<file path="src/rtl/rtc_i2c_writer_pkg.sv">
// Shared definitions for the RTC I2C burst writer.
//   state_e        : writer FSM states
//   IDX_*          : byte positions within a burst (address, pointer, seven time bytes)
//   NBYTES         : bytes per burst
//   DEF_DEV_ADDR   : default 7-bit RTC slave address
//   DEF_REG_PTR    : default first register (Seconds)
//   qtick_div()    : system clocks per quarter SCL period
package rtc_i2c_pkg;

   typedef enum logic [2:0] {
      StIdle,
      StStart,
      StBit,
      StAck,
      StStop,
      StDone
   } state_e;

   localparam logic [3:0] IDX_ADDR  = 4'd0;
   localparam logic [3:0] IDX_PTR   = 4'd1;
   localparam logic [3:0] IDX_SEC   = 4'd2;
   localparam logic [3:0] IDX_MIN   = 4'd3;
   localparam logic [3:0] IDX_HOUR  = 4'd4;
   localparam logic [3:0] IDX_DAY   = 4'd5;
   localparam logic [3:0] IDX_DATE  = 4'd6;
   localparam logic [3:0] IDX_MONTH = 4'd7;
   localparam logic [3:0] IDX_YEAR  = 4'd8;
   localparam int unsigned NBYTES   = 9;

   localparam logic [6:0] DEF_DEV_ADDR = 7'h68;
   localparam logic [7:0] DEF_REG_PTR  = 8'h00;

   // Never returns 0 so a too-fast SCL request still yields a working divider.
   function automatic int unsigned qtick_div(input int unsigned clk_freq,
                                             input int unsigned scl_freq);
      int unsigned d;
      d = clk_freq / (4 * scl_freq);
      return (d == 0) ? 1 : d;
   endfunction

endpackage

</file>
<file path="src/rtl/rtc_i2c_writer_if.sv">
// Request / status / I2C bus bundle of the RTC writer.
//   start              : one-cycle burst request
//   seconds .. year    : time bytes, latched on request acceptance
//   sda_in             : SDA line as seen on the bus
//   scl, sda_out,
//   sda_en             : bus drive (sda_en=1 master drives SDA, 0 releases it)
//   busy, done         : burst in progress / one-cycle completion pulse
//   ack_err,
//   ack_err_idx        : sticky NACK flag and index of the NACKed byte
// Modports: master = the writer, slave = the requester / bus side.
interface rtc_i2c_writer_if;

   logic       start;
   logic [7:0] seconds;
   logic [7:0] minutes;
   logic [7:0] hours;
   logic [7:0] day;
   logic [7:0] date;
   logic [7:0] month;
   logic [7:0] year;
   logic       sda_in;
   logic       scl;
   logic       sda_out;
   logic       sda_en;
   logic       busy;
   logic       done;
   logic       ack_err;
   logic [3:0] ack_err_idx;

   modport master (
      input  start, seconds, minutes, hours, day, date, month, year, sda_in,
      output scl, sda_out, sda_en, busy, done, ack_err, ack_err_idx
   );

   modport slave (
      output start, seconds, minutes, hours, day, date, month, year, sda_in,
      input  scl, sda_out, sda_en, busy, done, ack_err, ack_err_idx
   );

endinterface

</file>
<file path="src/rtl/rtc_i2c_writer_qtick_gen.sv">
// Quarter-SCL-period tick generator.
//   clk, rst_n : clock, asynchronous active-low reset
//   en         : count while high; counter held at zero while low
//   tick       : one-cycle pulse every DIV clocks after en rises
module i2c_qtick_gen #(
   parameter int unsigned DIV = 125
) (
   input  logic clk,
   input  logic rst_n,
   input  logic en,
   output logic tick
);

   localparam int unsigned CW = (DIV > 1) ? $clog2(DIV) : 1;
   localparam logic [CW-1:0] LAST = CW'(DIV - 1);

   logic [CW-1:0] cnt_q;

   always_ff @(posedge clk or negedge rst_n) begin
      if (!rst_n) begin
         cnt_q <= '0;
      end else if (!en || cnt_q == LAST) begin
         cnt_q <= '0;
      end else begin
         cnt_q <= cnt_q + 1'b1;
      end
   end

   assign tick = en && (cnt_q == LAST);

endmodule

</file>
<file path="src/rtl/rtc_i2c_writer.sv">
// Write-only I2C master that loads the RTC time-keeping registers in one burst:
// START, {DEV_ADDR,W}, REG_PTR, seconds..year, STOP, checking ACK after every byte.
// All bus changes happen on quarter-period ticks counted from start acceptance.
//   clk, rst_n : clock, asynchronous active-low reset
//   bus        : rtc_i2c_writer_if.master (request, time bytes, status, scl/sda)
// Build option: RTC_CH_CLEAR_EN defined -> clock-halt bit (seconds[7]) is cleared
// when latched, so every write also starts the oscillator.
module rtc_i2c_writer
   import rtc_i2c_pkg::*;
#(
   parameter int unsigned CLK_FREQ = 50_000_000,
   parameter int unsigned SCL_FREQ = 100_000,
   parameter logic [6:0]  DEV_ADDR = DEF_DEV_ADDR,
   parameter logic [7:0]  REG_PTR  = DEF_REG_PTR
) (
   input logic              clk,
   input logic              rst_n,
   rtc_i2c_writer_if.master bus
);

   localparam int unsigned DIV = qtick_div(CLK_FREQ, SCL_FREQ);

   state_e          state_q;
   logic [1:0]      qtr_q;
   logic [2:0]      bit_q;
   logic [3:0]      idx_q;
   logic [7:0]      sh_q;
   logic [6:0][7:0] time_q;

   logic       scl_q;
   logic       sda_out_q;
   logic       sda_en_q;
   logic       busy_q;
   logic       done_q;
   logic       ack_err_q;
   logic [3:0] ack_idx_q;

   logic       tick;
   logic [3:0] idx_nxt;
   logic [7:0] byte_nxt;

   // Divider runs only while busy, so ticks are phased from the acceptance cycle.
   i2c_qtick_gen #(
      .DIV (DIV)
   ) u_qtick (
      .clk   (clk),
      .rst_n (rst_n),
      .en    (busy_q),
      .tick  (tick)
   );

   assign idx_nxt = idx_q + 4'd1;

   // Byte that follows the current one; the address byte is loaded directly in START.
   always_comb begin
      byte_nxt = 8'h00;
      case (idx_nxt)
         IDX_PTR:   byte_nxt = REG_PTR;
         IDX_SEC:   byte_nxt = time_q[0];
         IDX_MIN:   byte_nxt = time_q[1];
         IDX_HOUR:  byte_nxt = time_q[2];
         IDX_DAY:   byte_nxt = time_q[3];
         IDX_DATE:  byte_nxt = time_q[4];
         IDX_MONTH: byte_nxt = time_q[5];
         IDX_YEAR:  byte_nxt = time_q[6];
         default:   byte_nxt = 8'h00;
      endcase
   end

   always_ff @(posedge clk or negedge rst_n) begin
      if (!rst_n) begin
         state_q   <= StIdle;
         qtr_q     <= 2'd0;
         bit_q     <= 3'd0;
         idx_q     <= IDX_ADDR;
         sh_q      <= 8'h00;
         time_q    <= '0;
         scl_q     <= 1'b1;
         sda_out_q <= 1'b1;
         sda_en_q  <= 1'b0;
         busy_q    <= 1'b0;
         done_q    <= 1'b0;
         ack_err_q <= 1'b0;
         ack_idx_q <= 4'd0;
      end else begin
         done_q <= 1'b0;
         unique case (state_q)
            StIdle: begin
               if (bus.start) begin
`ifdef RTC_CH_CLEAR_EN
                  time_q[0] <= {1'b0, bus.seconds[6:0]};
`else
                  time_q[0] <= bus.seconds;
`endif
                  time_q[1] <= bus.minutes;
                  time_q[2] <= bus.hours;
                  time_q[3] <= bus.day;
                  time_q[4] <= bus.date;
                  time_q[5] <= bus.month;
                  time_q[6] <= bus.year;
                  busy_q    <= 1'b1;
                  ack_err_q <= 1'b0;
                  ack_idx_q <= 4'd0;
                  idx_q     <= IDX_ADDR;
                  qtr_q     <= 2'd0;
                  state_q   <= StStart;
               end
            end

            StStart: begin
               if (tick) begin
                  if (qtr_q == 2'd0) begin
                     scl_q     <= 1'b1;
                     sda_en_q  <= 1'b1;
                     sda_out_q <= 1'b1;
                     qtr_q     <= 2'd1;
                  end else begin
                     // SDA falls while SCL is high: START condition.
                     sda_out_q <= 1'b0;
                     qtr_q     <= 2'd0;
                     bit_q     <= 3'd7;
                     sh_q      <= {DEV_ADDR, 1'b0};
                     state_q   <= StBit;
                  end
               end
            end

            StBit: begin
               if (tick) begin
                  qtr_q <= qtr_q + 2'd1;
                  unique case (qtr_q)
                     2'd0: begin
                        scl_q     <= 1'b0;
                        sda_en_q  <= 1'b1;
                        sda_out_q <= sh_q[7];
                     end
                     2'd1: scl_q <= 1'b1;
                     2'd2: scl_q <= 1'b1;
                     2'd3: begin
                        scl_q <= 1'b0;
                        sh_q  <= {sh_q[6:0], 1'b0};
                        if (bit_q == 3'd0) begin
                           state_q <= StAck;
                        end else begin
                           bit_q <= bit_q - 3'd1;
                        end
                     end
                     default: scl_q <= 1'b0;
                  endcase
               end
            end

            StAck: begin
               if (tick) begin
                  qtr_q <= qtr_q + 2'd1;
                  unique case (qtr_q)
                     2'd0: begin
                        scl_q    <= 1'b0;
                        sda_en_q <= 1'b0;
                     end
                     2'd1: scl_q <= 1'b1;
                     2'd2: begin
                        // Mid-high sample: a released (high) line is a NACK.
                        if (bus.sda_in) begin
                           ack_err_q <= 1'b1;
                           ack_idx_q <= idx_q;
                        end
                     end
                     2'd3: begin
                        scl_q <= 1'b0;
                        // ack_err_q was cleared at acceptance, so it reflects this burst only.
                        if (ack_err_q || idx_q == IDX_YEAR) begin
                           state_q <= StStop;
                        end else begin
                           idx_q   <= idx_nxt;
                           sh_q    <= byte_nxt;
                           bit_q   <= 3'd7;
                           state_q <= StBit;
                        end
                     end
                     default: scl_q <= 1'b0;
                  endcase
               end
            end

            StStop: begin
               if (tick) begin
                  if (qtr_q == 2'd0) begin
                     scl_q     <= 1'b0;
                     sda_en_q  <= 1'b1;
                     sda_out_q <= 1'b0;
                     qtr_q     <= 2'd1;
                  end else if (qtr_q == 2'd1) begin
                     scl_q <= 1'b1;
                     qtr_q <= 2'd2;
                  end else begin
                     // SDA rises while SCL is high: STOP, then the line is released.
                     sda_out_q <= 1'b1;
                     sda_en_q  <= 1'b0;
                     busy_q    <= 1'b0;
                     done_q    <= 1'b1;
                     qtr_q     <= 2'd0;
                     state_q   <= StDone;
                  end
               end
            end

            // One-cycle gap so a start coincident with done is not accepted.
            StDone: state_q <= StIdle;

            default: state_q <= StIdle;
         endcase
      end
   end

   assign bus.scl         = scl_q;
   assign bus.sda_out     = sda_out_q;
   assign bus.sda_en      = sda_en_q;
   assign bus.busy        = busy_q;
   assign bus.done        = done_q;
   assign bus.ack_err     = ack_err_q;
   assign bus.ack_err_idx = ack_idx_q;

endmodule

</file>
<file path="src/flat_wrapper.sv">
// flat-port wrapper written by rule: the top's interface ports become plain ports
module rtc_i2c_writer_flat import rtc_i2c_pkg::*;
#(
   parameter int unsigned CLK_FREQ = 50_000_000,
   parameter int unsigned SCL_FREQ = 100_000,
   parameter logic [6:0]  DEV_ADDR = DEF_DEV_ADDR,
   parameter logic [7:0]  REG_PTR  = DEF_REG_PTR
)
  (clk, rst_n, bus_start, bus_seconds, bus_minutes, bus_hours, bus_day, bus_date, bus_month, bus_year, bus_sda_in, bus_scl, bus_sda_out, bus_sda_en, bus_busy, bus_done, bus_ack_err, bus_ack_err_idx);
  rtc_i2c_writer_if bus_i ();
  input logic clk;
  input logic rst_n;
  input wire logic [$bits(bus_i.start)-1:0] bus_start;
  input wire logic [$bits(bus_i.seconds)-1:0] bus_seconds;
  input wire logic [$bits(bus_i.minutes)-1:0] bus_minutes;
  input wire logic [$bits(bus_i.hours)-1:0] bus_hours;
  input wire logic [$bits(bus_i.day)-1:0] bus_day;
  input wire logic [$bits(bus_i.date)-1:0] bus_date;
  input wire logic [$bits(bus_i.month)-1:0] bus_month;
  input wire logic [$bits(bus_i.year)-1:0] bus_year;
  input wire logic [$bits(bus_i.sda_in)-1:0] bus_sda_in;
  output wire logic [$bits(bus_i.scl)-1:0] bus_scl;
  output wire logic [$bits(bus_i.sda_out)-1:0] bus_sda_out;
  output wire logic [$bits(bus_i.sda_en)-1:0] bus_sda_en;
  output wire logic [$bits(bus_i.busy)-1:0] bus_busy;
  output wire logic [$bits(bus_i.done)-1:0] bus_done;
  output wire logic [$bits(bus_i.ack_err)-1:0] bus_ack_err;
  output wire logic [$bits(bus_i.ack_err_idx)-1:0] bus_ack_err_idx;
  assign bus_i.start = bus_start;
  assign bus_i.seconds = bus_seconds;
  assign bus_i.minutes = bus_minutes;
  assign bus_i.hours = bus_hours;
  assign bus_i.day = bus_day;
  assign bus_i.date = bus_date;
  assign bus_i.month = bus_month;
  assign bus_i.year = bus_year;
  assign bus_i.sda_in = bus_sda_in;
  assign bus_scl = bus_i.scl;
  assign bus_sda_out = bus_i.sda_out;
  assign bus_sda_en = bus_i.sda_en;
  assign bus_busy = bus_i.busy;
  assign bus_done = bus_i.done;
  assign bus_ack_err = bus_i.ack_err;
  assign bus_ack_err_idx = bus_i.ack_err_idx;
  rtc_i2c_writer #(.CLK_FREQ(CLK_FREQ), .SCL_FREQ(SCL_FREQ), .DEV_ADDR(DEV_ADDR), .REG_PTR(REG_PTR)) u_core (.clk(clk), .rst_n(rst_n), .bus(bus_i));
endmodule
</file>
<file path="config.mk">
export PLATFORM = sky130hd
export DESIGN_NAME = rtc_i2c_writer_flat
export DESIGN_NICKNAME = d
export VERILOG_FILES = /design/src/rtl/rtc_i2c_writer_pkg.sv /design/src/rtl/rtc_i2c_writer_if.sv /design/src/rtl/rtc_i2c_writer_qtick_gen.sv /design/src/rtl/rtc_i2c_writer.sv /design/src/flat_wrapper.sv
export SDC_FILE = /design/constraint.sdc
export NUM_CORES = 1
export LEC_CHECK = 0
export CAP_MARGIN = 20
export CORE_MARGIN = 8
export CORE_UTILIZATION = 49
export DETAILED_ROUTE_END_ITERATION = 8
export HOLD_SLACK_MARGIN = 0.12
export PLACE_DENSITY = 0.8
export SYNTH_ARGS = -nofsm -noshare
export SYNTH_HDL_FRONTEND = slang
export SYNTH_SLANG_ARGS = --single-unit
</file>
<file path="constraint.sdc">
create_clock -name clk -period 2.2 [get_ports clk]
set_clock_uncertainty 0.1 [all_clocks]
set_input_delay 0.44 -clock clk [delete_from_list [all_inputs] [get_ports clk]]
set_output_delay 0.44 -clock clk [all_outputs]
set_load 0.05 [all_outputs]
</file>
==> run metrics <==
Post-synth top cells 202 x nand2_1, 91 x dfrtp_1, 39 x nor2_1; core area 10,100 µm²; Final WS setup 41.4 ps; drt wl/cell 16.6 µm; Die ar. 13,700 µm²; final wirelength 13.8 mm; Vias 4,661; final setup fails 0; first-pass GRT wire length 22.9 mm; GRT met3 Usage 4.52%; # nets final 764; number of synthesized register bits 93; reg-to-reg slack, setup 40 ps; Int Pwr 0.00259 W; Post-Syn Area 5010 µm²; worst hold endpoint u_core.time_q[36]; Ys Warns 0; synth top area cells dfrtp_1 45%, nand2_1 15%, ha_1 3.7%, nor2_1 2.9%, a21oi_1 2.7%; relative slew slack 66.3%; worst path required time 2360 ps; Via density 5.62; Reg2Reg Launch Point u_core.idx_q[0]; Clock Path Buffers 2; largest net degree at the start of global routing 94; Placement Setup Slack -104 ps; hold crit path type flop to flop; Cell Rows 37; peak supply drop 314 µV; switch share 19.9%; I/O pin total 70; Synth-to-Final Area Change 28.7%; TritonCTS clock tree built; CP max FO 10; remaining global-route overflow 0; ys async rst share 100%; Antenna diodes 0; Die W 117 µm; Seq pwr share 52.8%; CP arrival 2320 ps; pwr/cell area 501 nW/µm²; Reg clk slew, reported paths 90 ps; drt drc 0; Tmin final 2160 ps; Slew @ Worst Pin 504 ps; CP endpoint kind flop; met2 usage 34.7%; RSZ-0062 raised after global routing true; Comb pwr share 4.6%; total CTS buffers 9; post-synth top area cell dfrtp_1; kind of critical path flop to flop; number of port buffers 69; layout cells sized above 1 15.6%; type of origin of the critical path flop; Slew Viols, Final 0; number of DRC markers in iteration 0 350; syn nets 671; area share of the largest cell type after synthesis 45.4%; antenna violations before repair 0; Leakage 3.16 nW; grt peak-use layer met2; vias in the first global route 4,675; ANT nets after route 0; placer congestion estimate 1.01; Tcrit/Tclk final 98.1%; GRT Total Usage 21.3%; Detail Placement HPWL 10.1 mm; Mean Syn Cell Area 8.41 µm²; fmax 463 MHz; Max Cap Viol 0; number of clock sinks 93; most numerous cell in the Yosys netlist nand2_1; NetSw 0.000643 W; Mapped Cells 596; WHS Path Cells 2; clock share of power 42.6%; H-Tree Depth 3; Final Core Density 63.6%; Initial Utilization 49.4%; min-delay src u_core.time_q[36]; worst r2r dst u_core.sh_q[5]; final hold violation count 0; worst skew pair latency 360 ps; status finished clean; EDFF count, synth 0; R2R cell count 8; 1st-pass router iterations 5; met1 usage 26.8%; Seq/Total Area, Yosys 46.5%; die height 117 µm; clk root buf clkbuf_8; count of cell types in the netlist 58; Primary FF master, synth dfrtp_1
## cells in the final DEF, fill, tap and decap left out, types with 13 or more instances in the layout
master / instances
buf_4: 48
inv_1: 13
dfrtp_1: 88
nand2_1: 200
a21oi_1: 27
nand3_1: 16
nor2_1: 36
clkdlybuf4s50_1: 64
o21ai_0: 23
## metrics by stage
step | total power [W] | hold slack (ps) | TNS, ps | cells | cell area (µm²)
floorplan | 0.00174 | 44.4 | 0 | 596 | 5010
global placement | 0.00189 | 359 | -122 | 806 | 6040
detailed placement | 0.00189 | 364 | -385 | 806 | 6040
CTS | 0.00326 | 384 | 0 | 823 | 6310
global route | 0.00334 | 409 | -104 | 830 | 6450
finish | 0.00323 | 383 | 0 | 830 | 6450
## layout make-up
type,count,area (µm²)
clock inverters,4,95.1
multi-input cells,453,2560
flip-flops and latches,93,2330
fillers,883,3690
clock buffers,12,145
inverters,14,52.6
well taps,136,170
repair buffers,118,1090
## per-layer routing
layer / vias up / routed length (µm)
met5: - / 0
met4: 0 / 433
met3: 35 / 729
met2: 165 / 6710
met1: 2246 / 5930
li1: 2215 / -
## worst max-delay path by stage
stage               depth (start not counted)         endpoint       startpoint
finish                                      8   u_core.sh_q[5]  u_core.idx_q[0]
global route                                8  u_core.bit_q[2]  u_core.idx_q[0]
CTS                                         8  u_core.bit_q[2]  u_core.idx_q[1]
detailed placement                          7   u_core.sh_q[4]  u_core.idx_q[1]
global placement                            7   u_core.sh_q[3]  u_core.idx_q[0]
floorplan                                   9  u_core.bit_q[2]  u_core.idx_q[1]
## power groups by stage
stage	combinational (W)	sequential (W)	clock (W)
2_1_floorplan	0.00000264	0.00174	0
3_3_place_gp	0.000146	0.00174	0
3_5_place_dp	0.000148	0.00174	0
4_1_cts	0.000150	0.00171	0.00140
5_1_grt	0.000161	0.00171	0.00147
6_report	0.000147	0.00171	0.00138
## worst max-delay path, cell delays in order (launching register included)
cell      delay (ps)
dfrtp_2          460
buf_6            150
and3_4           170
buf_4            150
o211ai_1         280
nand2_1          150
a222oi_1         370
nand2b_1         160
a21oi_1           60
## flip-flops by register name, indices dropped and copies added (netlist names), 2 cells and up
| name | cells |
|---|---|
| u_core.time_q | 56 |
| u_core.sh_q | 8 |
| u_core.u_qtick.cnt_q | 7 |
| u_core.bus.ack_err_idx | 4 |
| u_core.idx_q | 4 |
| u_core.bit_q | 3 |
| u_core.state_q | 3 |
| u_core.qtr_q | 2 |
## what timing repair did
action                                 CTS  global route
endpoints found under the hold margin   91             0
gates resized for setup                  6            24
buffers inserted                         0             6
hold buffers                             1             0
setup endpoints to repair                8            19
pin swaps                                0             8
cloned                                   0             1
## kinds of logic after synthesis
logic type	count (synthesis)	synth area share, %
buffers and inverters	51	4.72
DFF	93	46.5
adders and majority gates	15	3.75
and+or+nand+nor	302	26.0
xor gates and xnor gates	8	1.40
muxes	4	0.899
AOI/OAI and AO/OA	123	16.8
(Power assumes the default switching activity.)
